`src/rtl/mm_pkg.sv`:
```
`default_nettype none
// ============================================================================
// Module   : mm_pkg
// Purpose  : Shared types, constants and round-robin pick helper for the
//            Montgomery multiplier arbiter slice.
// Revision : 1.0 - initial release
// ============================================================================
package mm_pkg;

    localparam int BRAM_DW = 17;
    localparam int MAX_REQ = 8;
    localparam int IDX_W   = 3;

    typedef enum logic [2:0] {
        IDLE    = 3'd0,
        GRANT   = 3'd1,
        START   = 3'd2,
        BUSY    = 3'd3,
        RELEASE = 3'd4,
        ABORT   = 3'd5
    } arb_state_t;

    // Scans from farthest to nearest so the first set bit at/after ptr wins.
    // Bits above the real requester count are zero, so mod-8 wrap equals mod-N.
    function automatic logic [IDX_W-1:0] rr_pick(input logic [MAX_REQ-1:0] req,
                                                 input logic [IDX_W-1:0]   ptr);
        logic [IDX_W-1:0] idx;
        rr_pick = ptr;
        for (int i = MAX_REQ - 1; i >= 0; i--) begin
            idx = ptr + IDX_W'(i);
            if (req[idx]) rr_pick = idx;
        end
    endfunction

endpackage
`default_nettype wire

```
`src/rtl/mm_rr_arbiter_if.sv`:
```
`default_nettype none
// ============================================================================
// Module   : mm_rr_arbiter_if
// Purpose  : Requester handshake, per-requester BRAM buses and shared core port.
// Revision : 1.0 - initial release
// ============================================================================
interface mm_rr_arbiter_if
    import mm_pkg::*;
#(
    parameter int N_REQ = 4,
    parameter int AW    = 5
);
    logic [N_REQ-1:0]         req_i;
    logic [N_REQ-1:0]         gnt_o;
    logic [N_REQ-1:0]         req_done_o;
    logic [N_REQ-1:0]         req_err_o;
    logic [N_REQ-1:0]         req_bram_en_o;
    logic [N_REQ-1:0]         req_bram_we_o;
    logic [N_REQ*AW-1:0]      req_bram_addr_o;
    logic [N_REQ*BRAM_DW-1:0] req_bram_din_o;
    logic [N_REQ*BRAM_DW-1:0] req_bram_dout_i;
    logic                     mm_start_o;
    logic                     mm_reset_o;
    logic                     mm_done_i;
    logic                     mm_bram_en_i;
    logic                     mm_bram_we_i;
    logic [AW-1:0]            mm_bram_addr_i;
    logic [BRAM_DW-1:0]       mm_bram_din_i;
    logic [BRAM_DW-1:0]       mm_bram_dout_o;

    modport master (
        input  req_i,
        output gnt_o, req_done_o, req_err_o,
        output req_bram_en_o, req_bram_we_o, req_bram_addr_o, req_bram_din_o,
        input  req_bram_dout_i,
        output mm_start_o, mm_reset_o,
        input  mm_done_i, mm_bram_en_i, mm_bram_we_i, mm_bram_addr_i, mm_bram_din_i,
        output mm_bram_dout_o
    );

    modport slave (
        output req_i,
        input  gnt_o, req_done_o, req_err_o,
        input  req_bram_en_o, req_bram_we_o, req_bram_addr_o, req_bram_din_o,
        output req_bram_dout_i,
        input  mm_start_o, mm_reset_o,
        output mm_done_i, mm_bram_en_i, mm_bram_we_i, mm_bram_addr_i, mm_bram_din_i,
        input  mm_bram_dout_o
    );

endinterface
`default_nettype wire

```
`src/rtl/mm_bram_mux.sv`:
```
`default_nettype none
// ============================================================================
// Module   : mm_bram_mux
// Purpose  : Combinational router of the core BRAM port to the granted requester.
// Revision : 1.0 - initial release
// ============================================================================
module mm_bram_mux
    import mm_pkg::*;
#(
    parameter int N_REQ = 4,
    parameter int AW    = 5
) (
    input  wire logic [N_REQ-1:0]         i_gnt,
    input  wire logic                     i_mm_en,
    input  wire logic                     i_mm_we,
    input  wire logic [AW-1:0]            i_mm_addr,
    input  wire logic [BRAM_DW-1:0]       i_mm_din,
    output logic      [BRAM_DW-1:0]       o_mm_dout,
    output logic      [N_REQ-1:0]         o_req_en,
    output logic      [N_REQ-1:0]         o_req_we,
    output logic      [N_REQ*AW-1:0]      o_req_addr,
    output logic      [N_REQ*BRAM_DW-1:0] o_req_din,
    input  wire logic [N_REQ*BRAM_DW-1:0] i_req_dout
);

    logic [BRAM_DW-1:0] w_dout_masked [N_REQ];
    logic [BRAM_DW-1:0] w_dout;

    // Non-granted ports are fully quiet: no strobes, zero address and data.
    for (genvar gi = 0; gi < N_REQ; gi++) begin : g_port
        assign o_req_en[gi]                       = i_gnt[gi] & i_mm_en;
        assign o_req_we[gi]                       = i_gnt[gi] & i_mm_we;
        assign o_req_addr[gi*AW +: AW]            = i_gnt[gi] ? i_mm_addr : '0;
        assign o_req_din[gi*BRAM_DW +: BRAM_DW]   = i_gnt[gi] ? i_mm_din  : '0;
        assign w_dout_masked[gi] = i_gnt[gi] ? i_req_dout[gi*BRAM_DW +: BRAM_DW] : '0;
    end

    always_comb begin
        w_dout = '0;
        for (int i = 0; i < N_REQ; i++) begin
            w_dout = w_dout | w_dout_masked[i];
        end
    end

    assign o_mm_dout = w_dout;

endmodule
`default_nettype wire

```
`src/rtl/mm_rr_arbiter.sv`:
```
`default_nettype none
// ============================================================================
// Module   : mm_rr_arbiter
// Purpose  : Round-robin sequencer sharing one Montgomery core among N_REQ
//            requesters, with start/done handshake and a hung-core watchdog.
// Revision : 1.0 - initial release
// ============================================================================
module mm_rr_arbiter
    import mm_pkg::*;
#(
    parameter int N_REQ   = 4,
    parameter int s       = 8,
    parameter int TIMEOUT = 4096
) (
    input  wire logic       clock_i,
    input  wire logic       reset_i,
    mm_rr_arbiter_if.master bus
);

    localparam int                AW         = $clog2(4 * s);
    localparam int                WD_W       = $clog2(TIMEOUT);
    localparam logic [WD_W-1:0]   c_WD_LAST  = WD_W'(TIMEOUT - 1);
    localparam logic [IDX_W-1:0]  c_LAST_IDX = IDX_W'(N_REQ - 1);

    arb_state_t        r_state,      w_state_nxt;
    logic [N_REQ-1:0]  r_gnt,        w_gnt_nxt;
    logic [IDX_W-1:0]  r_gnt_idx,    w_gnt_idx_nxt;
    logic [IDX_W-1:0]  r_ptr,        w_ptr_nxt;
    logic [WD_W-1:0]   r_wd_cnt,     w_wd_cnt_nxt;
    logic              r_abort_ph,   w_abort_ph_nxt;
    logic              r_core_rst;
    logic [IDX_W-1:0]  w_pick;
    logic [IDX_W-1:0]  w_idx_inc;
    logic              w_start;
    logic              w_done;
    logic              w_err;

    assign w_pick    = rr_pick(MAX_REQ'(bus.req_i), r_ptr);
    assign w_idx_inc = (r_gnt_idx == c_LAST_IDX) ? '0 : r_gnt_idx + 1'b1;

    always_ff @(posedge clock_i or negedge reset_i) begin
        if (!reset_i) begin
            r_state    <= IDLE;
            r_gnt      <= '0;
            r_gnt_idx  <= '0;
            r_ptr      <= '0;
            r_wd_cnt   <= '0;
            r_abort_ph <= 1'b0;
        end else begin
            r_state    <= w_state_nxt;
            r_gnt      <= w_gnt_nxt;
            r_gnt_idx  <= w_gnt_idx_nxt;
            r_ptr      <= w_ptr_nxt;
            r_wd_cnt   <= w_wd_cnt_nxt;
            r_abort_ph <= w_abort_ph_nxt;
        end
    end

    // Holds the core in reset until the first clock edge after reset_i rises.
    always_ff @(posedge clock_i or negedge reset_i) begin
        if (!reset_i) r_core_rst <= 1'b1;
        else          r_core_rst <= 1'b0;
    end

    always_comb begin
        w_state_nxt    = r_state;
        w_gnt_nxt      = r_gnt;
        w_gnt_idx_nxt  = r_gnt_idx;
        w_ptr_nxt      = r_ptr;
        w_wd_cnt_nxt   = r_wd_cnt;
        w_abort_ph_nxt = r_abort_ph;
        w_start        = 1'b0;
        w_done         = 1'b0;
        w_err          = 1'b0;

        case (r_state)
            IDLE: begin
                if (|bus.req_i) begin
                    w_state_nxt   = GRANT;
                    w_gnt_idx_nxt = w_pick;
                    w_gnt_nxt     = N_REQ'(1) << w_pick;
                end
            end
            GRANT: w_state_nxt = START;
            START: begin
                w_start      = 1'b1;
                w_wd_cnt_nxt = '0;
                w_state_nxt  = BUSY;
            end
            BUSY: begin
                w_wd_cnt_nxt = r_wd_cnt + 1'b1;
                if (bus.mm_done_i) begin
                    w_state_nxt = RELEASE;
                end else if (r_wd_cnt == c_WD_LAST) begin
                    w_state_nxt    = ABORT;
                    w_abort_ph_nxt = 1'b0;
                end
            end
            RELEASE: begin
                w_done      = 1'b1;
                w_gnt_nxt   = '0;
                w_ptr_nxt   = w_idx_inc;
                w_state_nxt = IDLE;
            end
            ABORT: begin
                // Two-cycle core reset; the error completion rides on the second.
                if (!r_abort_ph) begin
                    w_abort_ph_nxt = 1'b1;
                end else begin
                    w_done         = 1'b1;
                    w_err          = 1'b1;
                    w_gnt_nxt      = '0;
                    w_ptr_nxt      = w_idx_inc;
                    w_abort_ph_nxt = 1'b0;
                    w_state_nxt    = IDLE;
                end
            end
            default: begin
                w_gnt_nxt   = '0;
                w_state_nxt = IDLE;
            end
        endcase
    end

    assign bus.gnt_o      = r_gnt;
    assign bus.req_done_o = w_done ? r_gnt : '0;
    assign bus.req_err_o  = w_err  ? r_gnt : '0;
    assign bus.mm_start_o = w_start;
    assign bus.mm_reset_o = r_core_rst | (r_state == ABORT);

    mm_bram_mux #(
        .N_REQ (N_REQ),
        .AW    (AW)
    ) u_bram_mux (
        .i_gnt      (r_gnt),
        .i_mm_en    (bus.mm_bram_en_i),
        .i_mm_we    (bus.mm_bram_we_i),
        .i_mm_addr  (bus.mm_bram_addr_i),
        .i_mm_din   (bus.mm_bram_din_i),
        .o_mm_dout  (bus.mm_bram_dout_o),
        .o_req_en   (bus.req_bram_en_o),
        .o_req_we   (bus.req_bram_we_o),
        .o_req_addr (bus.req_bram_addr_o),
        .o_req_din  (bus.req_bram_din_o),
        .i_req_dout (bus.req_bram_dout_i)
    );

endmodule
`default_nettype wire

```
`src/flat_wrapper.sv`:
```
// flat-port wrapper written by rule: the top's interface ports become plain ports
module mm_rr_arbiter_flat import mm_pkg::*;
#(
    parameter int N_REQ   = 4,
    parameter int s       = 8,
    parameter int TIMEOUT = 4096
)
  (clock_i, reset_i, bus_req_i, bus_gnt_o, bus_req_done_o, bus_req_err_o, bus_req_bram_en_o, bus_req_bram_we_o, bus_req_bram_addr_o, bus_req_bram_din_o, bus_req_bram_dout_i, bus_mm_start_o, bus_mm_reset_o, bus_mm_done_i, bus_mm_bram_en_i, bus_mm_bram_we_i, bus_mm_bram_addr_i, bus_mm_bram_din_i, bus_mm_bram_dout_o);
  mm_rr_arbiter_if #(.N_REQ(N_REQ), .AW(($clog2(4 * (8))))) bus_i ();
  input  wire logic clock_i;
  input  wire logic reset_i;
  input wire logic [$bits(bus_i.req_i)-1:0] bus_req_i;
  output wire logic [$bits(bus_i.gnt_o)-1:0] bus_gnt_o;
  output wire logic [$bits(bus_i.req_done_o)-1:0] bus_req_done_o;
  output wire logic [$bits(bus_i.req_err_o)-1:0] bus_req_err_o;
  output wire logic [$bits(bus_i.req_bram_en_o)-1:0] bus_req_bram_en_o;
  output wire logic [$bits(bus_i.req_bram_we_o)-1:0] bus_req_bram_we_o;
  output wire logic [$bits(bus_i.req_bram_addr_o)-1:0] bus_req_bram_addr_o;
  output wire logic [$bits(bus_i.req_bram_din_o)-1:0] bus_req_bram_din_o;
  input wire logic [$bits(bus_i.req_bram_dout_i)-1:0] bus_req_bram_dout_i;
  output wire logic [$bits(bus_i.mm_start_o)-1:0] bus_mm_start_o;
  output wire logic [$bits(bus_i.mm_reset_o)-1:0] bus_mm_reset_o;
  input wire logic [$bits(bus_i.mm_done_i)-1:0] bus_mm_done_i;
  input wire logic [$bits(bus_i.mm_bram_en_i)-1:0] bus_mm_bram_en_i;
  input wire logic [$bits(bus_i.mm_bram_we_i)-1:0] bus_mm_bram_we_i;
  input wire logic [$bits(bus_i.mm_bram_addr_i)-1:0] bus_mm_bram_addr_i;
  input wire logic [$bits(bus_i.mm_bram_din_i)-1:0] bus_mm_bram_din_i;
  output wire logic [$bits(bus_i.mm_bram_dout_o)-1:0] bus_mm_bram_dout_o;
  assign bus_i.req_i = bus_req_i;
  assign bus_gnt_o = bus_i.gnt_o;
  assign bus_req_done_o = bus_i.req_done_o;
  assign bus_req_err_o = bus_i.req_err_o;
  assign bus_req_bram_en_o = bus_i.req_bram_en_o;
  assign bus_req_bram_we_o = bus_i.req_bram_we_o;
  assign bus_req_bram_addr_o = bus_i.req_bram_addr_o;
  assign bus_req_bram_din_o = bus_i.req_bram_din_o;
  assign bus_i.req_bram_dout_i = bus_req_bram_dout_i;
  assign bus_mm_start_o = bus_i.mm_start_o;
  assign bus_mm_reset_o = bus_i.mm_reset_o;
  assign bus_i.mm_done_i = bus_mm_done_i;
  assign bus_i.mm_bram_en_i = bus_mm_bram_en_i;
  assign bus_i.mm_bram_we_i = bus_mm_bram_we_i;
  assign bus_i.mm_bram_addr_i = bus_mm_bram_addr_i;
  assign bus_i.mm_bram_din_i = bus_mm_bram_din_i;
  assign bus_mm_bram_dout_o = bus_i.mm_bram_dout_o;
  mm_rr_arbiter #(.N_REQ(N_REQ), .s(s), .TIMEOUT(TIMEOUT)) u_core (.clock_i(clock_i), .reset_i(reset_i), .bus(bus_i));
endmodule
```
`config.mk`:
```
export PLATFORM = sky130hd
export DESIGN_NAME = mm_rr_arbiter_flat
export DESIGN_NICKNAME = d
export VERILOG_FILES = /design/src/rtl/mm_pkg.sv /design/src/rtl/mm_rr_arbiter_if.sv /design/src/rtl/mm_bram_mux.sv /design/src/rtl/mm_rr_arbiter.sv /design/src/flat_wrapper.sv
export SDC_FILE = /design/constraint.sdc
export NUM_CORES = 1
export LEC_CHECK = 0
export ABC_CLOCK_PERIOD_IN_PS = 2900
export BUFFER_PORTS_ARGS = -buffer_cell sky130_fd_sc_hd__buf_2
export CELL_PAD_IN_SITES_DETAIL_PLACEMENT = 1
export CELL_PAD_IN_SITES_GLOBAL_PLACEMENT = 2
export CORE_UTILIZATION = 18
export DETAILED_ROUTE_END_ITERATION = 10
export PLACE_DENSITY_LB_ADDON = 0.05
export SLEW_MARGIN = 10
export SYNTH_ARGS = -nofsm -noshare
export SYNTH_HDL_FRONTEND = slang
export SYNTH_SLANG_ARGS = --single-unit
export TNS_END_PERCENT = 50
```
`constraint.sdc`:
```
create_clock -name clock_i -period 2.9 [get_ports clock_i]
set_clock_uncertainty 0.1 [all_clocks]
set_input_delay 0.435 -clock clock_i [delete_from_list [all_inputs] [get_ports clock_i]]
set_output_delay 0.435 -clock clock_i [all_outputs]
set_load 0.005 [all_outputs]
```
==> results by group, run 1 <==
Outcome
  • Outcome: completed

Setup path
  • CP required: 2.95 ns
  • Startpoint types: flip-flop
  • Crit path DAT: 2.56 ns
  • R2r setup slk: 0.39 ns
  • Crit Path Class: reg -> reg
  • Max FO, Critical Path: 9
  • Critical-path cell list: inv_1 -> ha_1 -> mux4_2 -> nand2_1 -> nand3b_1 -> a21oi_1 -> a311oi_4 -> a32o_1
  • Worst setup EP type: flip-flop
  • R2R depth: 8
  • Max incr delay on CP: 0.48 ns
  • Slowest-stage cell, CP: ha_1

CTS
  • CTS clock-pin slew for the worst setup and hold paths: 0.07 ns
  • Clock root buffer master: clkbuf_16
  • CTS buffer count: 3
  • Clock Latency Late Sink: 0.26 ns
  • Hold-fix buffers, CTS: 0
  • Post-CTS setup buffer count: 0
  • Clock sink count: 27
  • Longest Clk Path Bufs: 2
  • PostCTS Resize Cnt: 0
  • CTS tree: yes
  • Htree depth: 1

Cells and area
  • Register area: 677 µm²
  • Multi-input gate area: 2160 µm²
  • Layout cells sized above 1: 0.422
  • Fin nets: 706
  • Fillers: 2,037
  • Design area: 4460 µm²
  • Layout area overhead: 48.2%

Timing
  • RSZ-0062 raised after global routing: no
  • Fmax: 399 MHz
  • Final period util: 0.865
  • Max Slew Vio Count: 0
  • Period minus WS final: 2.51 ns
  • Min Hold Slack: 0.0960 ns
  • Max-slew headroom: 0.270
  • Fin. Hold Viols: 0
  • Worst-margin pin slew: 1.08 ns
  • Final worst slack: 0.392 ns
  • Setup TNS: 0 ns
  • Final setup fails: 0

Floorplanning
  • CORE AREA: 16,100 µm²
  • Core Rows: 46
  • Die area: 17,200 µm²
  • I/O pins: 226
  • Die H: 131 µm
  • Initial core utilization: 0.187
  • Die W: 131 µm

Synth
  • Compound-Gate Fraction of Synth Area: 0.248
  • Seq cells post-synth: 27
  • Ys Warns: 0
  • Synth Area in Simple Gates: 0.380
  • Syn_nets: 496
  • XOR/XNOR share of the synthesized area: 0.00874
  • Synth Flop Type: dfrtp_1
  • Ys async rst share: 1.00
  • Largest family of logic cells by synthesized area: simple AND/OR/NAND/NOR gates
  • Seq/Total Area, Yosys: 0.225
  • Synth Cell Area: 3010 µm²
  • Mapped Cells: 393
  • Syn_area_per_cell: 7.65 µm²
  • Synth cell types: 54
  • Post-synth EDFFs: 0
  • Mux share of post-synthesis cell area: 0.0632
  • Post-Synth Adder-Cell Area: 0.0166

Place
  • Port bufs: 225
  • Place WS: 0.400 ns
  • Routability cong.: 0.830
  • Cell Area, Placed: 4380 µm²
  • Detail Placement HPWL: 11,300 µm

Power
  • Worst VDD drop: 0.271 mV
  • Cell Pwr Density: 704 nW/µm²
  • Static leakage: 2.40 nW

Route
  • Routed Antenna Nets: 0
  • Detailed-route via count: 3,684
  • DRC viols: 0
  • Final WL: 14,300 µm
  • TritonRoute pass-1 iters: 4
  • Post-DR wirelength/cell: 17.4 µm
  • Vias/cell: 4.50
  • Starting DRC count in detailed routing: 119

Global route
  • First-pass GRT wire length: 22,000 µm
  • Number of global-route vias before repair: 3,605
  • Initial antenna violation count: 1
  • Total GRT Usage: 0.160
  • Largest net degree at the start of global routing: 45
  • GRT overflow: 0

Run
  • Number of max-cap violations: 0

Min path
  • Hold WC Path Type: in -> async
==> path summary, 6_finish.rpt <==
path	from	end
hold reg to reg	u_core.bus.gnt_o[2]	u_core.bus.gnt_o[2]
setup / recovery	u_core.r_ptr[0]	u_core.bus.gnt_o[0]
min in group clock_i	u_core.bus.gnt_o[2]	u_core.bus.gnt_o[2]
hold / removal	reset_i	u_core.r_abort_ph
max in group asynchronous	reset_i	u_core.bus.gnt_o[0]
setup reg to reg	u_core.r_ptr[0]	u_core.bus.gnt_o[0]
==> critical path, delay by kind of cell, from the launching register on <==
family                     cells  cell delay (ns)
buffers and inverters          1             0.08
DFF                            1             0.35
adders and majority gates      1             0.48
and+or+nand+nor                2             0.27
muxes                          1             0.43
AOI/OAI and AO/OA              3             0.67
==> per-layer routing <==
metal / vias to the layer above / wire (µm) / part of all wire / track usage
met2: 112 / 7650 / 0.54 / 0.304
met3: 4 / 629 / 0.044 / 0.0212
li1: 1808 / - / - / -
met5: - / 0 / 0 / 0
met4: 0 / 76 / 0.0053 / 0.0155
met1: 1760 / 5930 / 0.42 / 0.195
==> layout make-up <==
cell class	instances	area share
well taps	216	0.0606
clock buffers	3	0.0168
clock inverters	1	0.00112
multi-input cells	324	0.484
inverters	9	0.00758
repair buffers	238	0.277
diodes	1	0.000561
flip-flops and latches	27	0.152
==> power by group <==
part	leakage [nW]	total (W)	switching [W]	internal, W
Sequential	0.354	0.000620	0.000151	0.000469
Combinational	2.00	0.00219	0.00122	0.000977
Clock	0.0409	0.000326	0.000139	0.000186
Total	2.40	0.00314	0.00151	0.00163
==> stage by stage <==
step | power [W] | util | std cells
2_1_floorplan | 0.00195 | - | 393
3_3_place_gp | 0.00288 | 0.272 | 814
3_5_place_dp | 0.00288 | 0.272 | 814
4_1_cts | 0.00321 | 0.276 | 818
5_1_grt | 0.00344 | 0.277 | 819
6_report | 0.00314 | 0.277 | 819
==> cell usage after synthesis (6+ instances only) <==
| cell type | count | area [µm²] |
|---|---|---|
| a22o_1 | 8 | 70.1 |
| inv_1 | 9 | 33.8 |
| and2_1 | 105 | 657 |
| clkbuf_1 | 29 | 109 |
| a21oi_1 | 10 | 50.1 |
| nor2_1 | 16 | 60.1 |
| nand3_1 | 9 | 45.0 |
| dfrtp_1 | 26 | 651 |
| a22oi_1 | 34 | 255 |
| o21ai_0 | 14 | 70.1 |
| nand2_1 | 41 | 154 |
| nand2b_1 | 9 | 56.3 |
| nor3_1 | 6 | 30.0 |
==> logic make-up (layout without fill, tap and decap cells) <==
| logic type | count (synthesis) | count (layout) |
|---|---|---|
| multiplexers | 13 | 13 |
| flip-flops | 27 | 27 |
| AO/OA/AOI/OAI | 97 | 97 |
| XOR/XNOR | 3 | 3 |
| other | 1 | 2 |
| buffers and inverters | 42 | 251 |
| AND/OR/NAND/NOR | 206 | 206 |
| adder cells (fa/ha/maj) | 4 | 4 |
==> placed cells by master, fill, tap and decap left out, drive strengths merged, types with 5 or more instances in the layout <==
| cell type | synthesis | layout |
|---|---|---|
| dfrtp | 26 | 26 |
| nor2 | 16 | 16 |
| nand2 | 41 | 41 |
| o21ai | 17 | 17 |
| inv | 9 | 9 |
| a22o | 8 | 8 |
| and2 | 105 | 105 |
| mux2 | 5 | 5 |
| a21oi | 10 | 10 |
| nor3 | 6 | 6 |
| nand2b | 9 | 9 |
| a22oi | 34 | 34 |
| buf | 4 | 238 |
| nand3 | 9 | 9 |
==> registers in the layout, summed over array words and instances, names as in the netlist <==
signal,flops
u_core.bus.gnt_o,4
u_core.r_abort_ph,1
u_core.r_core_rst,1
u_core.r_gnt_idx,3
u_core.r_ptr,3
u_core.r_state,3
u_core.r_wd_cnt,12
Note: power is estimated with default switching activity, not from simulation.
==> run 2, diff against run 1 <==
--- a/config.mk
+++ b/config.mk
@@ -5,11 +5,11 @@
 export SDC_FILE = /design/constraint.sdc
 export NUM_CORES = 1
 export LEC_CHECK = 0
-export ABC_CLOCK_PERIOD_IN_PS = 2900
+export ABC_CLOCK_PERIOD_IN_PS = 2800
 export BUFFER_PORTS_ARGS = -buffer_cell sky130_fd_sc_hd__buf_2
 export CELL_PAD_IN_SITES_DETAIL_PLACEMENT = 1
 export CELL_PAD_IN_SITES_GLOBAL_PLACEMENT = 2
-export CORE_UTILIZATION = 18
+export CORE_UTILIZATION = 20
 export DETAILED_ROUTE_END_ITERATION = 10
 export PLACE_DENSITY_LB_ADDON = 0.05
 export SLEW_MARGIN = 10
==> constraint.sdc (replaced) <==
create_clock -name clock_i -period 2.8 [get_ports clock_i]
set_clock_uncertainty 0.1 [all_clocks]
set_input_delay 0.42 -clock clock_i [delete_from_list [all_inputs] [get_ports clock_i]]
set_output_delay 0.42 -clock clock_i [all_outputs]
set_load 0.005 [all_outputs]
==> results by group, run 2 (synthesis gave the netlist of run 1 again) <==
Cells and area
  • Commonest non-fill, non-tap cell in the layout: buf_2
  • N_diodes: 0 (-1)
  • Biggest register: u_core.r_wd_cnt
  • Commonest cells after routing, fill and taps aside: buf_2 (225), and2_1 (105), nand2_1 (41), a22oi_1 (34), dfrtp_1 (26)
  • Layout cells sized above 1: 0.423 (+0.000959)
  • Layout Utilization: 0.303 (+0.0265)
  • Fin cells: 787 (-3.9%)
  • Fin nets: 707 (+0.14%)
  • Max reg flops: 12 (unchanged)
  • Layout area overhead: 47.0%

Setup path
  • Worst setup EP type: flip-flop
  • Reg2reg start: u_core.r_ptr[0]
  • Critical-path cell list: inv_1 -> ha_1 -> mux4_2 -> a32oi_1 -> o21ai_1 -> o221ai_2 -> xnor2_1 -> a32o_1
  • R2r setup slk: 0.31 ns (-0.08 ns)
  • Crit Path Class: reg -> reg
  • R2R depth: 8 (unchanged)
  • FF-to-FF End: u_core.bus.gnt_o[0]
  • Critical path buffers and inverters: 1 (unchanged)
  • Crit path DAT: 2.54 ns (-0.02 ns)
  • CP required: 2.85 ns (-0.10 ns)
  • Slowest-stage cell, CP: ha_1
  • Startpoint types: flip-flop
  • Max FO, Critical Path: 9 (unchanged)
  • Max incr delay on CP: 0.47 ns (about the same)
  • Largest delay share family, worst path: compound AO/OA/AOI/OAI gates

CTS
  • CTS clock-pin slew for the worst setup and hold paths: 0.07 ns (about the same)
  • Longest Clk Path Bufs: 2 (unchanged)
  • Clock sink count: 27 (unchanged)
  • Post-CTS setup buffer count: 0 (unchanged)
  • Clock root buffer master: clkbuf_16
  • Hold-fix buffers, CTS: 0 (unchanged)
  • PostCTS Resize Cnt: 0 (unchanged)
  • CTS buffer count: 3 (unchanged)
  • Htree depth: 1 (unchanged)
  • Clock Latency Late Sink: 0.26 ns (about the same)
  • CTS tree: yes

Power
  • Static leakage: 2.40 nW (+0.18%)
  • Worst VDD drop: 0.320 mV (+18%)
  • Cell Pwr Density: 730 nW/µm² (+3.7%)

Min path
  • Hold WC Path Type: in -> async

Timing
  • Period minus WS final: 2.49 ns (-0.0164 ns)
  • Max-slew headroom: 0.544 (+0.274)
  • Final period util: 0.890 (+0.0250)
  • Final setup fails: 0 (unchanged)
  • RSZ-0062 raised after global routing: no
  • Max Slew Vio Count: 0 (unchanged)
  • Fin. Hold Viols: 0 (unchanged)
  • Setup TNS: 0 ns (unchanged)
  • Worst-margin pin slew: 0.677 ns (-0.408 ns)
  • Fmax: 401 MHz (+0.66%)

Floorplanning
  • I/O pins: 226 (unchanged)
  • Die W: 125 µm (-5.1%)
  • Core Rows: 44 (-4.3%)
  • CORE AREA: 14,600 µm² (-9.5%)
  • Die area: 15,500 µm² (-9.9%)
  • Initial core utilization: 0.206 (+0.0195)
  • Die H: 125 µm (-5.1%)

Outcome
  • Outcome: completed

Place
  • Detail Placement HPWL: 10,700 µm (-5.6%)
  • Routability cong.: 0.822 (-0.96%)
  • Placed insts: 783 (-3.8%)
  • Port bufs: 225 (unchanged)

Route
  • DRC viols: 0 (unchanged)
  • Vias/cell: 4.60 (+2.3%)
  • Routed Antenna Nets: 0 (unchanged)
  • Starting DRC count in detailed routing: 95 (-20%)
  • Post-DR wirelength/cell: 17.3 µm (-0.68%)
  • Final WL: 13,600 µm (-4.6%)
  • TritonRoute pass-1 iters: 4 (unchanged)
  • Detailed-route via count: 3,623 (-1.7%)

Global route
  • Number of global-route vias before repair: 3,652 (+1.3%)
  • GRT overflow: 0 (unchanged)
  • Total GRT Usage: 0.170 (+0.00979)
  • First-pass GRT wire length: 21,400 µm (-2.8%)
  • Largest net degree at the start of global routing: 45 (unchanged)
  • Initial antenna violation count: 0 (-1)

Run
  • Number of max-cap violations: 0 (unchanged)
==> run 2: worst reg2reg max path, cell delays in order (launching register included) <==
cell	delay, ns
dfrtp_1	0.35
inv_1	0.07
ha_1	0.47
mux4_2	0.44
a32oi_1	0.21
o21ai_1	0.10
o221ai_2	0.20
xnor2_1	0.16
a32o_1	0.28
==> run 2: through the flow <==
step	cell area (µm²)	hold slack, ns	worst slack [ns]	total power, W
2_1_floorplan	3010	0.0244	0.0524	0.00202
3_3_place_gp	4340	0.382	0.361	0.00296
3_5_place_dp	4340	0.382	0.329	0.00296
4_1_cts	4420	0.109	0.321	0.00330
5_1_grt	4420	0.138	0.0969	0.00356
6_report	4420	0.0803	0.308	0.00323
==> run 2: area by class of cell <==
class | count | area (µm²)
flip-flops and latches | 27 | 677
clock inverters | 1 | 5.00
fillers | 1824 | 10200
multi-input cells | 324 | 2160
inverters | 9 | 33.8
repair buffers | 239 | 1240
clock buffers | 3 | 75.1
well taps | 184 | 230
==> run 2: worst max-delay path by stage <==
stage	startpoint	end	slack, ns	depth (start not counted)
5_1_grt	u_core.r_ptr[0]	u_core.bus.gnt_o[0]	0.1	8
4_1_cts	u_core.r_ptr[0]	u_core.bus.gnt_o[0]	0.32	8
3_5_place_dp	u_core.r_ptr[0]	u_core.bus.gnt_o[0]	0.33	8
3_3_place_gp	u_core.r_ptr[0]	u_core.bus.gnt_o[0]	0.36	8
2_1_floorplan	u_core.r_ptr[1]	u_core.bus.gnt_o[0]	0.05	10
6_report	u_core.r_ptr[0]	u_core.bus.gnt_o[0]	0.31	8
==> run 2: routing by layer <==
| layer | vias up | track usage | wire length, µm |
|---|---|---|---|
| met5 | - | 0 | 0 |
| met4 | 0 | 0.0170 | 41 |
| met3 | 4 | 0.0202 | 647 |
| met2 | 108 | 0.321 | 7190 |
| met1 | 1710 | 0.209 | 5750 |
| li1 | 1801 | - | - |
==> run 2: where the power goes <==
group	switching [W]	leakage (nW)	internal (W)
clock network	0.000137	0.0409	0.000193
registers	0.000107	0.354	0.000487
logic	0.00129	2.00	0.00101
==> run 3, diff against run 2 <==
==> constraint.sdc (replaced) <==
create_clock -name clock_i -period 2.8 [get_ports clock_i]
set_clock_uncertainty 0.1 [all_clocks]
set_input_delay 0.14 -clock clock_i [delete_from_list [all_inputs] [get_ports clock_i]]
set_output_delay 0.14 -clock clock_i [all_outputs]
set_load 0.005 [all_outputs]
==> results by group, run 3 (synthesis gave the netlist of run 1 again) <==
Floorplanning
  • Die W: 125 µm (unchanged)
  • I/O pins: 226 (unchanged)
  • Die H: 125 µm (unchanged)
  • CORE AREA: 14,600 µm² (unchanged)
  • Die area: 15,500 µm² (unchanged)
  • Core Rows: 44 (unchanged)
  • Initial core utilization: 0.206 (unchanged)

CTS
  • CTS clock-pin slew for the worst setup and hold paths: 0.07 ns (about the same)
  • Clock sink count: 27 (unchanged)
  • Longest Clk Path Bufs: 2 (unchanged)
  • Clock Latency Late Sink: 0.26 ns (about the same)
  • CTS tree: yes
  • CTS buffer count: 3 (unchanged)
  • Htree depth: 1 (unchanged)
  • Clock root buffer master: clkbuf_16
  • Post-CTS setup buffer count: 0 (unchanged)

Setup path
  • Max incr delay on CP: 0.49 ns (+0.02 ns)
  • Worst setup EP type: flip-flop
  • Largest delay share family, worst path: compound AO/OA/AOI/OAI gates
  • Crit path DAT: 2.57 ns (+0.03 ns)
  • Critical path buffers and inverters: 1 (unchanged)
  • Slowest-stage cell, CP: ha_1
  • Max FO, Critical Path: 9 (unchanged)
  • R2r setup slk: 0.28 ns (-0.03 ns)
  • Crit Path Class: reg -> reg
  • CP required: 2.85 ns (about the same)
  • Startpoint types: flip-flop
  • Critical-path cell list: inv_1 -> ha_1 -> mux4_2 -> a211oi_1 -> o21ai_0 -> o221ai_2 -> xnor2_1 -> a32o_1

Route
  • DRC viols: 0 (unchanged)
  • Max layer used: met4
  • Routed met3 length: 596 µm (-7.9%)
  • Routed Antenna Nets: 0 (unchanged)
  • Vias/cell: 4.71 (+2.4%)
  • Met1 wire length: 5850 µm (+1.8%)
  • Starting DRC count in detailed routing: 111 (+17%)
  • Post-DR wirelength/cell: 17.7 µm (+2.0%)
  • Wire length on met2: 7310 µm (+1.6%)
  • Detailed-route via count: 3,715 (+2.5%)
  • Final WL: 13,900 µm (+2.2%)
  • TritonRoute pass-1 iters: 6 (+2)

Cells and area
  • Layout cells sized above 1: 0.421 (-0.00166)
  • Layout area overhead: 46.8%
  • Commonest non-fill, non-tap cell in the layout: buf_2
  • Biggest register: u_core.r_wd_cnt
  • Fillers: 1,858 (+1.9%)
  • Max reg flops: 12 (unchanged)
  • Commonest cells after routing, fill and taps aside: buf_2 (225), and2_1 (105), nand2_1 (41), a22oi_1 (34), dfrtp_1 (26)
  • Fin nets: 707 (unchanged)

Timing
  • Final period util: 0.899 (+0.00901)
  • Final setup fails: 0 (unchanged)
  • Period minus WS final: 2.52 ns (+0.0252 ns)
  • Setup TNS: 0 ns (unchanged)
  • Fin. Hold Viols: 0 (unchanged)
  • Worst-margin pin slew: 0.675 ns (-0.00182 ns)
  • Max-slew headroom: 0.550 (+0.00537)
  • Max Slew Vio Count: 0 (unchanged)
  • RSZ-0062 raised after global routing: no
  • Fmax: 397 MHz (-1.0%)

Global route
  • Initial antenna violation count: 1 (+1)
  • GRT overflow: 0 (unchanged)
  • Total GRT Usage: 0.173 (+0.00348)
  • Number of global-route vias before repair: 3,710 (+1.6%)
  • Largest net degree at the start of global routing: 46 (+2.2%)
  • First-pass GRT wire length: 21,800 µm (+1.6%)

Place
  • Port bufs: 225 (unchanged)
  • Routability cong.: 0.793 (-3.5%)
  • Detail Placement HPWL: 10,900 µm (+2.0%)

Power
  • Total power draw: 0.00322 W (-0.19%)
  • Static leakage: 2.40 nW (-0.16%)
  • Worst VDD drop: 0.322 mV (+0.61%)
  • Cell Pwr Density: 730 nW/µm² (about the same)

Min path
  • Hold WC Path Type: in -> reg

Run
  • Number of max-cap violations: 0 (unchanged)

Outcome
  • Outcome: completed
## run 3: changes by cell type in the layout (fill, tap and decap cells not counted)
cell / delta
buf_12: -1
diode_2: +1
dlygate4sd3_1: +1
## run 3: per-stage QoR
step                      cell area (µm²)  utilization  hold WS (ns)  setup slack [ns]  cells
after floorplan                      3010            -        -0.256            0.0524    393
after global placement               4320        0.296         0.123             0.332    782
after detailed placement             4320        0.296         0.132             0.279    782
after CTS                            4410        0.302         0.161             0.267    787
after global routing                 4420        0.303         0.196            0.0937    788
final                                4420        0.303         0.158             0.283    788
## run 3: cell type report
| type | count | area (µm²) | share of cell area |
|---|---|---|---|
| Multi-Input combinational cell | 324 | 2160 | 0.489 |
| Inverter | 9 | 33.8 | 0.00765 |
| Clock buffer | 3 | 75.1 | 0.0170 |
| Sequential cell | 27 | 677 | 0.153 |
| Tap cell | 184 | 230 | 0.0521 |
| Timing Repair Buffer | 239 | 1230 | 0.279 |
| Antenna cell | 1 | 2.50 | 0.000567 |
| Clock inverter | 1 | 5.00 | 0.00113 |
## run 3: final timing paths
check	startpoint	end	depth (start not counted)
worst min-delay path	bus_mm_done_i	u_core.r_state[1]	4
worst max-delay path	u_core.r_ptr[0]	u_core.bus.gnt_o[0]	8
worst max register to register	u_core.r_ptr[0]	u_core.bus.gnt_o[0]	8
max in group asynchronous	reset_i	u_core.r_wd_cnt[2]	2
worst min register to register	u_core.bus.gnt_o[2]	u_core.bus.gnt_o[2]	2
min in group asynchronous	reset_i	u_core.r_wd_cnt[7]	2
## run 3: worst register-to-register path: cells and delay by family (launching register included)
kind | cells | cell delay [ns]
AOI/OAI and AO/OA | 4 | 0.81
xor gates and xnor gates | 1 | 0.14
adders and majority gates | 1 | 0.50
buffers and inverters | 1 | 0.08
DFF | 1 | 0.35
muxes | 1 | 0.43
## run 3: per-layer routing
metal	track usage	up-vias
met5	0	-
met4	0.0354	0
met3	0.0159	10
met2	0.323	115
met1	0.213	1782
li1	-	1808
## run 3: power breakdown
part	internal (W)	total (W)	leakage, nW	switching (W)
combinational	0.000994	0.00227	2.00	0.00127
clock	0.000193	0.000334	0.0409	0.000141
sequential	0.000486	0.000624	0.354	0.000138
total	0.00167	0.00322	2.40	0.00155
## run 3: repair_timing
action / 4_1_cts / 5_1_grt
resized for setup: 0 / 0
hold buffers: 1 / 0
hold endpoints to repair: 26 / 0
